<file path="src/rtl/prim_assembler.sv">
// prim_assembler
//   Consumer end of the decode stage's primitive stream. Decode cannot be
//   stalled, so every Start/Draw/End event is buffered in a small FIFO. The
//   read side groups the buffered vertices into points, lines, triangles or
//   strip triangles. Each finished primitive goes to the rasterizer over a
//   valid/ready handshake.
// Ports
//   CLOCK_50, Reset         : rising-edge clock, synchronous active-high reset
//   StartPrimitive, PrimitiveType, Draw, Vertex, EndPrimitive : decode events
//   prim_ready / prim_valid : rasterizer handshake
//   prim_type, prim_v0..v2, prim_nverts : emitted primitive (unused slots are 0)
//   fifo_full               : input FIFO full (combinational)
//   overflow, proto_err     : sticky error flags, cleared only by Reset
module prim_assembler #(
    parameter int VERT_W  = 32,
    parameter int FIFO_AW = 3
) (
    input  logic              CLOCK_50,
    input  logic              Reset,
    input  logic              StartPrimitive,
    input  logic [3:0]        PrimitiveType,
    input  logic              Draw,
    input  logic [VERT_W-1:0] Vertex,
    input  logic              EndPrimitive,
    input  logic              prim_ready,
    output logic              prim_valid,
    output logic [3:0]        prim_type,
    output logic [VERT_W-1:0] prim_v0,
    output logic [VERT_W-1:0] prim_v1,
    output logic [VERT_W-1:0] prim_v2,
    output logic [1:0]        prim_nverts,
    output logic              fifo_full,
    output logic              overflow,
    output logic              proto_err
);
    localparam int DEPTH = 1 << FIFO_AW;
    localparam int ENT_W = VERT_W + 7;

    localparam logic [3:0] T_POINTS = 4'd0;
    localparam logic [3:0] T_LINES  = 4'd1;
    localparam logic [3:0] T_TRIS   = 4'd2;
    localparam logic [3:0] T_STRIP  = 4'd3;

    typedef enum logic {IDLE, OPEN} state_e;

    // ---------------- input FIFO ----------------
    logic [ENT_W-1:0]   mem_q [DEPTH];
    logic [FIFO_AW:0]   wr_ptr_q, wr_ptr_d, rd_ptr_q, rd_ptr_d;
    logic               full, empty, push_req, push, pop;
    logic               e_end, e_start, e_draw;
    logic [3:0]         e_type;
    logic [VERT_W-1:0]  e_vert;

    // ---------------- assembly state ----------------
    state_e             state_q, state_d;
    logic [3:0]         type_q, type_d;
    logic [1:0]         cnt_q, cnt_d;
    logic               par_q, par_d;       // parity of n, keeps strip winding once cnt saturates
    logic [VERT_W-1:0]  hist0_q, hist0_d;   // v[n-2]
    logic [VERT_W-1:0]  hist1_q, hist1_d;   // v[n-1]
    logic               emit, perr_set;
    logic [VERT_W-1:0]  ev0, ev1, ev2;
    logic [1:0]         en;

    // ---------------- output register ----------------
    logic               pv_q, pv_d;
    logic [3:0]         pt_q, pt_d;
    logic [VERT_W-1:0]  v0_q, v0_d, v1_q, v1_d, v2_q, v2_d;
    logic [1:0]         nv_q, nv_d;
    logic               ovf_q, ovf_d, perr_q, perr_d;

    always_comb begin
        // An extra MSB on each pointer separates full from empty.
        full     = (wr_ptr_q[FIFO_AW] != rd_ptr_q[FIFO_AW]) &&
                   (wr_ptr_q[FIFO_AW-1:0] == rd_ptr_q[FIFO_AW-1:0]);
        empty    = (wr_ptr_q == rd_ptr_q);
        push_req = StartPrimitive | Draw | EndPrimitive;
        // Fullness is judged before this cycle's pop, so a push into a full
        // FIFO is dropped even if a pop happens at the same edge.
        push     = push_req && !full;
        pop      = !empty && (!pv_q || prim_ready);
        wr_ptr_d = wr_ptr_q + {{FIFO_AW{1'b0}}, push};
        rd_ptr_d = rd_ptr_q + {{FIFO_AW{1'b0}}, pop};
        {e_end, e_start, e_draw, e_type, e_vert} = mem_q[rd_ptr_q[FIFO_AW-1:0]];
    end

    // Sub-events of one entry are applied in order: end, start, draw.
    always_comb begin
        state_d  = state_q;
        type_d   = type_q;
        cnt_d    = cnt_q;
        par_d    = par_q;
        hist0_d  = hist0_q;
        hist1_d  = hist1_q;
        emit     = 1'b0;
        perr_set = 1'b0;
        ev0      = '0;
        ev1      = '0;
        ev2      = '0;
        en       = 2'd0;
        if (pop) begin
            if (e_end) state_d = IDLE;
            if (e_start) begin
                if (state_d == OPEN) perr_set = 1'b1;   // implicit end
                if (e_type > T_STRIP) perr_set = 1'b1;  // its draws get dropped below
                state_d = OPEN;
                type_d  = e_type;
                cnt_d   = 2'd0;
                par_d   = 1'b0;
                hist0_d = '0;
                hist1_d = '0;
            end
            if (e_draw) begin
                if (state_d == IDLE) begin
                    perr_set = 1'b1;
                end else if (type_d <= T_STRIP) begin
                    ev2 = e_vert;
                    case (type_d)
                        T_POINTS: begin
                            emit = 1'b1;
                            ev0  = e_vert;
                            ev2  = '0;
                            en   = 2'd1;
                        end
                        T_LINES: begin
                            ev2 = '0;
                            if (cnt_d == 2'd1) begin
                                emit  = 1'b1;
                                ev0   = hist1_d;
                                ev1   = e_vert;
                                en    = 2'd2;
                                cnt_d = 2'd0;
                            end else begin
                                cnt_d = 2'd1;
                            end
                        end
                        T_TRIS: begin
                            if (cnt_d == 2'd2) begin
                                emit  = 1'b1;
                                ev0   = hist0_d;
                                ev1   = hist1_d;
                                en    = 2'd3;
                                cnt_d = 2'd0;
                            end else begin
                                cnt_d = cnt_d + 2'd1;
                            end
                        end
                        default: begin  // T_STRIP
                            if (cnt_d >= 2'd2) begin
                                emit = 1'b1;
                                ev0  = par_d ? hist1_d : hist0_d;
                                ev1  = par_d ? hist0_d : hist1_d;
                                en   = 2'd3;
                            end
                            if (cnt_d != 2'd3) cnt_d = cnt_d + 2'd1;
                        end
                    endcase
                    if (!emit) ev2 = '0;
                    hist0_d = hist1_d;
                    hist1_d = e_vert;
                    par_d   = ~par_d;
                end
            end
        end
    end

    always_comb begin
        pv_d = pv_q;
        pt_d = pt_q;
        v0_d = v0_q;
        v1_d = v1_q;
        v2_d = v2_q;
        nv_d = nv_q;
        // emit only happens on a pop, which implies the register is free.
        if (emit) begin
            pv_d = 1'b1;
            pt_d = type_d;
            v0_d = ev0;
            v1_d = ev1;
            v2_d = ev2;
            nv_d = en;
        end else if (prim_ready) begin
            pv_d = 1'b0;
        end
        ovf_d  = ovf_q | (push_req & full);
        perr_d = perr_q | perr_set;
    end

    always_ff @(posedge CLOCK_50) begin
        if (push) mem_q[wr_ptr_q[FIFO_AW-1:0]] <= {EndPrimitive, StartPrimitive, Draw, PrimitiveType, Vertex};
    end

    always_ff @(posedge CLOCK_50) begin
        if (Reset) begin
            wr_ptr_q <= '0;
            rd_ptr_q <= '0;
            state_q  <= IDLE;
            type_q   <= '0;
            cnt_q    <= '0;
            par_q    <= 1'b0;
            hist0_q  <= '0;
            hist1_q  <= '0;
            pv_q     <= 1'b0;
            pt_q     <= '0;
            v0_q     <= '0;
            v1_q     <= '0;
            v2_q     <= '0;
            nv_q     <= '0;
            ovf_q    <= 1'b0;
            perr_q   <= 1'b0;
        end else begin
            wr_ptr_q <= wr_ptr_d;
            rd_ptr_q <= rd_ptr_d;
            state_q  <= state_d;
            type_q   <= type_d;
            cnt_q    <= cnt_d;
            par_q    <= par_d;
            hist0_q  <= hist0_d;
            hist1_q  <= hist1_d;
            pv_q     <= pv_d;
            pt_q     <= pt_d;
            v0_q     <= v0_d;
            v1_q     <= v1_d;
            v2_q     <= v2_d;
            nv_q     <= nv_d;
            ovf_q    <= ovf_d;
            perr_q   <= perr_d;
        end
    end

    assign prim_valid  = pv_q;
    assign prim_type   = pt_q;
    assign prim_v0     = v0_q;
    assign prim_v1     = v1_q;
    assign prim_v2     = v2_q;
    assign prim_nverts = nv_q;
    assign fifo_full   = full;
    assign overflow    = ovf_q;
    assign proto_err   = perr_q;
endmodule
</file>
<file path="config.mk">
export PLATFORM = sky130hd
export DESIGN_NAME = prim_assembler
export DESIGN_NICKNAME = d
export VERILOG_FILES = /design/src/rtl/prim_assembler.sv
export SDC_FILE = /design/constraint.sdc
export NUM_CORES = 1
export LEC_CHECK = 0
export ABC_AREA = 1
export ABC_CLOCK_PERIOD_IN_PS = 6230
export CAP_MARGIN = 40
export CORE_AREA = 2 2 203 205
export DETAILED_ROUTE_END_ITERATION = 16
export DIE_AREA = 0 0 205 207
export HOLD_SLACK_MARGIN = 0.06
export PLACE_DENSITY_LB_ADDON = 0.25
export SETUP_SLACK_MARGIN = 0.1
export SLEW_MARGIN = 40
export SYNTH_ARGS = -nofsm -noshare
export SYNTH_HDL_FRONTEND = slang
export SYNTH_SLANG_ARGS = --single-unit
export TNS_END_PERCENT = 10
</file>
<file path="constraint.sdc">
create_clock -name CLOCK_50 -period 6.23 [get_ports CLOCK_50]
set_input_delay 1.246 -clock CLOCK_50 [delete_from_list [all_inputs] [get_ports CLOCK_50]]
set_output_delay 1.246 -clock CLOCK_50 [all_outputs]
set_load 0.02 [all_outputs]
</file>
# Yosys cells after proc, flatten, opt, wreduce, memory -nomap -nowiden

Memory sizes are Yosys's and may differ from the RTL's. A register that Yosys moved wholly into a read port is not among the register bits.
Index checks and enable logic that the tools add are counted.

Bits in registers: 185
Memory bits (writable): 312
Input port bits: 42
Output and inout bits: 106
Logic and storage cells: 131
Memories: 1

Memory list:

| memory | depth | width | rd ports | clocked after Yosys merged registers in | wr ports | RTL line | text |
|---|---|---|---|---|---|---|---|
| mem_q  | 8     | 39    | 1        | 1                                       | 1        | 47       | `logic [ENT_W-1:0] mem_q [DEPTH];` |

Add/sub/neg operators: 3
Order comparisons: 3
Eq/ne operators: 8
Mux-type cells: 84
Bitwise operators: 6
Reductions and logical operators: 10

Operators by type and width:

| operator                                                       | count |
|---|---|
| two-way mux 32 bit                                             | 30 |
| one-hot mux 32 bit (3 select lines)                            | 2 |
| two-way mux 1 bit                                              | 31 |
| two-way mux 2 bit                                              | 14 |
| two-way mux 4 bit                                              | 3 |
| one-hot mux 2 bit (3 select lines)                             | 2 |
| adder 4 x 1 -> 4 bit                                           | 2 |
| equality test 4 x 1 -> 1 bit (second input constant)           | 1 |
| equality test 4 x 2 -> 1 bit (second input constant)           | 1 |
| equality test 4 bit                                            | 1 |
| greater-than comparator 4 x 2 -> 1 bit (second input constant) | 1 |
| <= comparator 4 x 2 -> 1 bit (second input constant)           | 1 |
| zero test 4 bit                                                | 1 |
| OR 1 bit                                                       | 4 |
| equality test 3 bit                                            | 1 |
| logical AND 1 bit                                              | 3 |
| zero test 1 bit                                                | 3 |
| two-way mux 3 bit                                              | 1 |
| one-hot mux 1 bit (3 select lines)                             | 1 |
| adder 2 x 1 -> 2 bit (second input constant)                   | 1 |
| equality test 2 x 1 -> 1 bit (second input constant)           | 1 |
| equality test 2 bit (second input constant)                    | 1 |
| greater-or-equal comparator 2 bit (second input constant)      | 1 |
| != test 2 bit (second input constant)                          | 1 |
| other kinds (6)                                                | 6 |

# Logic depth before layout (Yosys ltp)

Depth in word-level cells: 16
Gate-level depth with buffers: 20
Gate-level depth less buffers: 17

# Least setup slack after synthesis

Ideal clock, no wire load.

Path kind: input -> register
From: in EndPrimitive
To: mem mem_q[0][0] in the netlist's numbering, enable pin
Library setup time: 435 ps
Arrival: 3359 ps
Data required time: 5795 ps
Slack: 2436 ps
Stages on the path: 4
Path buffers: 0
Cells stage by stage: or3_1 -> nand2_1 -> or2_2 -> nor2_1

Cells in the longest elaborated chain, start to end: 4

RTL lines:

| what                                    | RTL line | text |
|---|---|---|
| start, declared                         | 24       | `input logic EndPrimitive,` |
| OR 1 bit                                | 77       | `push_req = StartPrimitive \| Draw \| EndPrimitive;` |
| logical AND 1 bit                       | 80       | `push = push_req && !full;` |
| two-way mux 1 bit                       | 190      | `if (push) mem_q[wr_ptr_q[FIFO_AW-1:0]] <= {EndPrimitive, StartPrimitive, Draw, PrimitiveType, Vertex};` |
| two-way mux 1 bit (not written as such) | 190      |  |
| end, declared                           | 47       |  |

No other way between the ends.

# Worst setup path after layout

From: reg rd_ptr_q[1]
To: reg v1_q[13] (netlist: prim_v1[13])

Cells in the longest elaborated chain, start to end: 4
Elaborated cells between the ends (all ways): 5
Those cells by class: eq/ne: 1; mux: 2; reduce/logical: 2

RTL lines:

| what                                                    | RTL line | text |
|---|---|---|
| start, declared                                         | 48       | `logic [FIFO_AW:0] wr_ptr_q, wr_ptr_d, rd_ptr_q, rd_ptr_d;` |
| start signal, assigned                                  | 213      | `rd_ptr_q <= rd_ptr_d;` |
| equality test 4 bit *                                   | 76       | `empty = (wr_ptr_q == rd_ptr_q);` |
| zero test 1 bit *                                       | 81       | `pop = !empty && (!pv_q \|\| prim_ready);` |
| logical AND 1 bit *                                     | 81       |  |
| two-way mux 32 bit or two-way mux 1 bit (tied branches) | 101      | `if (pop) begin` |
| end signal, assigned                                    | 223      | `v1_q <= v1_d;` |
| end, declared                                           | 68       | `logic [VERT_W-1:0] v0_q, v0_d, v1_q, v1_d, v2_q, v2_d;` |

Every way passes the cells marked *; elsewhere a longest branch is shown, timed or not.
A chain may end at the register's enable or synchronous reset.

==> reports/qor.yml <==
status:
  status: "completed"
grt:
  use_met2_pct: 47.9
  busiest_layer: "met2"
  grt_pass1_wl_um: 103000
  grt_pass1_vias: 19400
  met1_usage_pct: 41.1
  overflow: 0
  use_met3_pct: 5.63
  grt_usage_pct: 30.3
  grt_max_degree: 100
  antenna_found_initial: 2
sta:
  max_freq_mhz: 194
  min_period_ns: 5.15
  worst_pin_slew_ns: 0.831
  fin_crit_sh_pct: 82.6
  finalClockSkew_ns: 0.0197
  rsz0062_at_grt: "false"
  tns_ns: 0
  setup_viol: 0
  hold_viol_final: 0
  maxSlewHeadroom_pct: 44.6
  slew_violations: 0
synthesis:
  syn_area_sq_um: 24000
  yosysTopAreaCell: "edfxtp_1"
  synth_cells: 2994
  ys_ff_latch: 497
  yosysUniqueCellTypes: 33
  synth_enable_flop_cells: 312
  synth_nets: 3040
  yosys-top-cells-area: "edfxtp_1 39%, dfxtp_1 15%, nand2_1 13%, nand3_1 9.2%, nor2_1 6.6%"
  syn_avg_cell_area_sq_um: 8.01
  synth_flop_cell: "edfxtp_1"
  ys_warn_count: 0
  yosysSeqAreaShare_pct: 54.5
  synthArstFlopShare_pct: 0
  yosys.area.top_type_share_pct: 39.1
job:
  drv_cap: 0
drt:
  via_count: 20700
  ant_nets: 0
  drt_iter0_markers: 2327
  drc_errors: 0
  dr.pass1.iters: 6
  wl_um: 64700
  wire_per_inst_um: 18.1
  vias_per_cell: 5.77
die:
  die-area_sq_um: 42400
  fp-row-count: 74
  coreArea_sq_um: 40400
  start_util_pct: 59.4
  die_w_um: 205
  die_y_um: 207
  top_level_ports: 148
final_layout:
  syn_to_final_growth_pct: 13.4
  layout.nets: 3054
  drive_above_1_share_pct: 4.92
  multi_input_area_sq_um: 9160
  seq_area_sq_um: 13100
  fin_area_sq_um: 27200
  postLayoutCoreUtil_pct: 67.3
  nFillCells: 3329
setup_path:
  timing.rr.start: "rd_ptr_q[1]"
  endpoint_kind: "flop"
  cp.arrival_ns: 5.66
  cp.required_ns: 6.74
  crit_type: "flop to flop"
  critPathMaxFanout: 74
  startpoint: "rd_ptr_q[1]"
  cp-start-kind: "flop"
clock_network:
  cts_buffer_depth: 3
  clk_latency_ns: 0.63
  cts_setup_buffers: 0
  path_clk_slew_ns: 0.06
  root_buffer: "clkbuf_16"
  cts_hold_buf: 0
  cts_resized: 0
  numCtsBuffers: 50
  cts_num_sinks: 497
  ctsHtreeMaxLevel: 2
  cts_tree: "done"
place:
  gp_congestion: 0.824
  placed_area_sq_um: 25500
  portBuffers: 147
  hpwl_um: 36100
pwr:
  peakVddDrop_uv: 551
  p_leak_nw: 11.4
  p_per_area_nw_per_um2: 581
  p_total_mw: 15.8
worst_hold_path:
  min_path_type: "flop to flop"
  min-delay-start: "prim_type[3]"
## cells by family after synthesis
kind of cell             synth area share [%]
buffers and inverters                    7.75
flip-flops                               54.5
XOR/XNOR                                0.256
AO/OA/AOI/OAI                            6.72
AND/OR/NAND/NOR                          30.5
adder cells (fa/ha/maj)                 0.209
## layer usage
metal	wire, um	part of all wire (%)
met1	26200	40
met2	30200	47
met3	6260	9.7
met4	2040	3.1
met5	13	0.020
## power by group
group / leakage [nW] / internal, mW / switching [mW]
clock network: 0.791 / 1.69 / 1.30
logic: 6.20 / 2.37 / 5.91
registers: 4.36 / 4.09 / 0.425
## flip-flops by register name, summed over array words and instances (netlist names), 2 cells and up
signal,flops
prim_v2,32
cnt_q,2
type_q,4
prim_type,4
rd_ptr_q,4
prim_nverts,2
wr_ptr_q,4
hist1_q,32
prim_v0,32
mem_q,312
hist0_q,32
prim_v1,32
## path summary, 6_finish.rpt
kind                  endpoint  slack [ns]  cells past startpoint
setup / recovery   prim_v1[13]        1.08                     17
hold / removal    prim_type[3]        0.45                      2
setup reg to reg   prim_v1[13]        1.08                     17
hold reg to reg   prim_type[3]        0.45                      2
## cells in the mapped netlist (2+ instances only)
master	instances
nand2_1	858
nand3_1	439
nor2_1	419
edfxtp_1	312
inv_1	208
dfxtp_1	185
o21ai_0	136
clkbuf_1	93
buf_2	90
a21oi_1	77
nand4_1	33
o211ai_1	32
o221ai_1	32
buf_1	23
buf_4	14
inv_2	6
buf_6	5
nand2_2	5
ha_1	4
xor2_1	4
xnor2_1	3
clkinv_1	2
nand3_2	2
nor3_1	2
o21ai_1	2
## placed cells by master, fill, tap and decap left out, drive strengths merged, types with 3 or more instances in the layout
cell and count:
nand2 864, nand3 441, nor2 421, edfxtp 312, inv 213, dfxtp 185
clkdlybuf4s50 147, o21ai 138, a21oi 78, clkbuf 64, buf 40, nand4 33
o221ai 32, o211ai 32, clkinv 26, xor2 4, ha 4, bufinv 4
xnor2 3, clkinvlp 3, nor3 3
## through the flow
step                setup WS, ns  std cells  hold WS [ns]
floorplan                   2.44       2994         0.457
global placement            1.11       3485         0.440
detailed placement         0.974       3488         0.437
CTS                        0.950       3582         0.447
global route               0.618       3582         0.478
finish                      1.08       3583         0.448
## critical path, stage by stage (launching register included)
cell	delay, ns
dfxtp_2	0.72
inv_2	0.50
nand3_1	0.25
nand3_1	0.12
nand2_2	0.14
buf_6	0.51
nand2_1	0.17
inv_2	0.59
nand2_2	0.10
inv_1	0.08
nand3_1	0.13
nand3_2	0.16
nand2_4	0.33
inv_2	0.41
buf_4	0.51
nand2_1	0.12
nand2_1	0.08
nor2_1	0.04
## cell type report
| class | count | area share (%) |
|---|---|---|
| Antenna cell | 1 | 0.00921 |
| Clock inverter | 30 | 1.11 |
| Inverter | 216 | 3.00 |
| Tap cell | 532 | 2.45 |
| Clock buffer | 64 | 4.91 |
| Timing Repair Buffer | 187 | 6.70 |
| Sequential cell | 497 | 48.1 |
| Multi-Input combinational cell | 2056 | 33.7 |
(Power assumes the default switching activity.)
==> edit 1: new RTL, same flow settings <==
`FIFO_AW`: 3 -> 2.
--- a/src/rtl/prim_assembler.sv
+++ b/src/rtl/prim_assembler.sv
@@ -13,7 +13,7 @@
 //   overflow, proto_err     : sticky error flags, cleared only by Reset
 module prim_assembler #(
     parameter int VERT_W  = 32,
-    parameter int FIFO_AW = 3
+    parameter int FIFO_AW = 2
 ) (
     input  logic              CLOCK_50,
     input  logic              Reset,
Formal check against the unedited RTL: no difference found for any inputs over 4 cycles, from zero or initial values and one cycle with Reset high; that may be too few to reach the edited logic, so the function may still have changed.
==> edit 1 against the original RTL <==
  * Wire length fell by 11%
  * Utilization fell by 16 points
  * Synthesized cell count fell by 18%
  * Area after synthesis fell by 26%
  * Hold slack improved by 0.00091 ns
  * Sequential cell count fell by 158
  * Final area fell by 24%
  * Setup slack improved by 0.32 ns
  * Total power fell by 24%
==> edit 1: results (changes against the original RTL) <==
[layout]
buf_share=0.0846  ; +0.0176
fillers=3969  ; +19%
multi_input_area_mm2=0.00742  ; -19%
clockBufferCount=52  ; -19%
n_all_buffers=177  ; -5.3%
seqCellArea_mm2=0.00835  ; -36%
drive_gt1_frac=0.0491  ; -0.0000714
inv_count=302  ; +40%
seq_cells=339  ; -32%
multi_input_comb_cells=1637  ; -20%
fin_cells=3057  ; -15%

[place]
place_area_mm2=0.0193  ; -24%
gp_congestion=0.957  ; +16%
pre_cts_ws_ns=1.48  ; +0.511 ns
dp.cells=2986  ; -14%

[route]
vias_per_cell=5.44  ; -5.8%
met1Wirelength_um=23500  ; -10%
wl_met3_um=4320  ; -31%

[global_route]
grt_util_met3=0.0439  ; -0.0124
grt_pass1_wl_um=88300  ; -14%

[sta]
clock_skew_ns=0.0152  ; -0.00444 ns
max_slew_margin=0.398  ; -0.0477

[clock_tree]
cts_buffers=39  ; -22%
insertion_delay_ns=0.57  ; -0.06 ns

[setup_path]
critPathTopFamily=simple AND/OR/NAND/NOR gates
critical_path_arrival_ns=5.28  ; -0.38 ns
r2r_slack_ns=1.40  ; +0.32 ns
cp_max_fo=72  ; -2.7%
rr_worst_depth=13  ; -4

[power_and_ir_drop]
peakVddDrop_uv=434  ; -21%
swShare=0.486  ; +0.00250

[status]
status=finished clean

[logic_synthesis]
synth_top_area_frac=0.265  ; -0.126
yosys-top-cells-count=nand2_1, nor2_1, inv_1, a21oi_1, nand3_1

[min_path]
min-delay-start=overflow
min_to=overflow

[edit 1: cell types whose count changed in the layout (fill, tap and decap cells not counted), sizes merged, moves of 3 or more]
cell	change
a21oi	+155
buf	-10
clkbuf	-11
clkinv	-14
edfxtp	-156
inv	+87
nand2	-262
nand3	-222
nand4	+52
nor2	-113
nor3	+3
o221ai	-32
xor2	-4
[edit 1: power by group through the flow]
stage | logic [mW] | registers, mW | clock network, mW
global placement | 6.31 | 3.30 | 0
CTS | 6.43 | 3.27 | 2.29
detailed placement | 6.41 | 3.31 | 0
finish | 6.54 | 3.26 | 2.25
floorplan | 3.98 | 3.58 | 0
global route | 7.13 | 3.32 | 2.38
[edit 1: cell families (layout without fill, tap and decap cells)]
group	Yosys count	in the layout	share of synthesized area
compound gates	407	407	0.122
xor+xnor	5	5	0.00248
fa+ha+maj	4	4	0.00283
buf+inv	480	549	0.108
flops	339	339	0.473
simple gates	1221	1221	0.292
==> edit 2: new RTL, same flow settings <==
Made on the original files. Register the output `proto_err` once more; this adds one clock of latency there. The other outputs are not delayed to match.
--- a/src/rtl/prim_assembler.sv
+++ b/src/rtl/prim_assembler.sv
@@ -236,5 +236,7 @@
     assign prim_nverts = nv_q;
     assign fifo_full   = full;
     assign overflow    = ovf_q;
-    assign proto_err   = perr_q;
+    always_ff @(posedge CLOCK_50) begin
+        proto_err <= perr_q;
+    end
 endmodule
Check against the original RTL: not equivalent (a bounded check fails within 4 cycles, from zero or initial values and one cycle with Reset high).
==> edit 2 against the original RTL <==
  * Setup slack better by 0.48 ns
  * Wire length up 0.90%
  * Clock skew down 0.0079 ns
  * Global-route usage about the same
  * Sequential share of layout area down 0.13 points
  * Via count up 0.37%
  * Area after synthesis about the same
  * Final area up 0.43%
  * Critical endpoint is now prim_v1[12]
  * Sequential cell count up 1
  * Highest routed layer unchanged
  * Total power about the same
==> edit 2: results (changes against the original RTL) <==
[status]
status=finished clean

[global_route]
grt_pass1_wl_um=103000  ; about the same
grt_max_degree=167  ; +67%
track_usage=0.303  ; -0.000419
grt_antenna_before_repair=3  ; +1
grt_pass1_vias=19500  ; +0.57%
grt_util_met3=0.0497  ; -0.00661
grtUsageMet2=0.481  ; +0.00221

[min_path]
worstHoldPathCells=0  ; -2
min-delay-start=perr_q
min_to=proto_err

[route]
dr_wl_met2_um=30200  ; about the same
wl_um=65300  ; +0.90%
vias_per_cell=5.79  ; +0.23%
first_iter_violations=2549  ; +9.5%
wl_met3_um=6750  ; +7.9%
met1Wirelength_um=25800  ; -1.4%

[logic_synthesis]
synthesis.nets=3041  ; +0.033%
yosysSeqAreaShare=0.546  ; about the same
synth_xor_xnor_area_share=0.00256  ; about the same
synth_cells=2995  ; +0.033%
synth_fa_ha_area_frac=0.00209  ; about the same
synth_compound_area_frac=0.0672  ; about the same
ys_ff_latch=498  ; +0.20%

[setup_path]
crit_end=prim_v1[12]
critical_path_arrival_ns=5.16  ; -0.50 ns
critPathMaxStageDelay_ns=0.82  ; +0.10 ns
cp_max_fo=73  ; -1.4%

[layout]
seq-cell-share=0.480  ; -0.00131
clock_cell_area_share=0.0573  ; -0.00287
n_all_buffers=196  ; +4.8%
buf_share=0.0731  ; +0.00609
n_antenna_cell=2  ; +1
multi_input_area_share=0.335  ; -0.00199
finalNetCount=3065  ; +0.36%
clockBufferCount=74  ; +16%
fillers=3229  ; -3.0%

[clock_tree]
cts_buffers=51  ; +2.0%
insertion_delay_ns=0.60  ; -0.03 ns
clk_path_buf_depth=3  ; unchanged

[place]
dp.cells=3497  ; +0.26%
dpl.hpwl_um=36800  ; +2.1%
pre_cts_ws_ns=1.70  ; +0.722 ns

[power_and_ir_drop]
peakVddDrop_uv=923  ; +68%
p_sw_mw=7.61  ; -0.38%

[sta]
clock_skew_ns=0.0118  ; -0.00787 ns
max_slew_margin=0.435  ; -0.0107

[edit 2: changes by cell type after synthesis]
cell     before  now
dfxtp_1     185  186
[edit 2: power groups by stage]
stage	registers [mW]	logic (mW)	clock network [mW]
4_1_cts	4.49	8.14	2.96
6_report	4.50	8.36	2.93
2_1_floorplan	4.76	5.51	0
5_1_grt	4.55	9.06	3.08
3_3_place_gp	4.53	7.87	0
3_5_place_dp	4.55	8.09	0
[edit 2: stage by stage]
| stage | area [um^2] | hold WS, ns |
|---|---|---|
| 4_1_cts | 27200 | 0.352 |
| 5_1_grt | 27300 | 0.363 |
| 6_report | 27300 | 0.353 |
| 3_5_place_dp | 25700 | 0.339 |
| 2_1_floorplan | 24000 | 0.331 |
| 3_3_place_gp | 25500 | 0.338 |
[edit 2: cell families after synthesis]
logic type / after synthesis
buffers and inverters: 441
adder cells (fa/ha/maj): 4
XOR/XNOR: 7
AO/OA/AOI/OAI: 281
flip-flops: 498
AND/OR/NAND/NOR: 1764
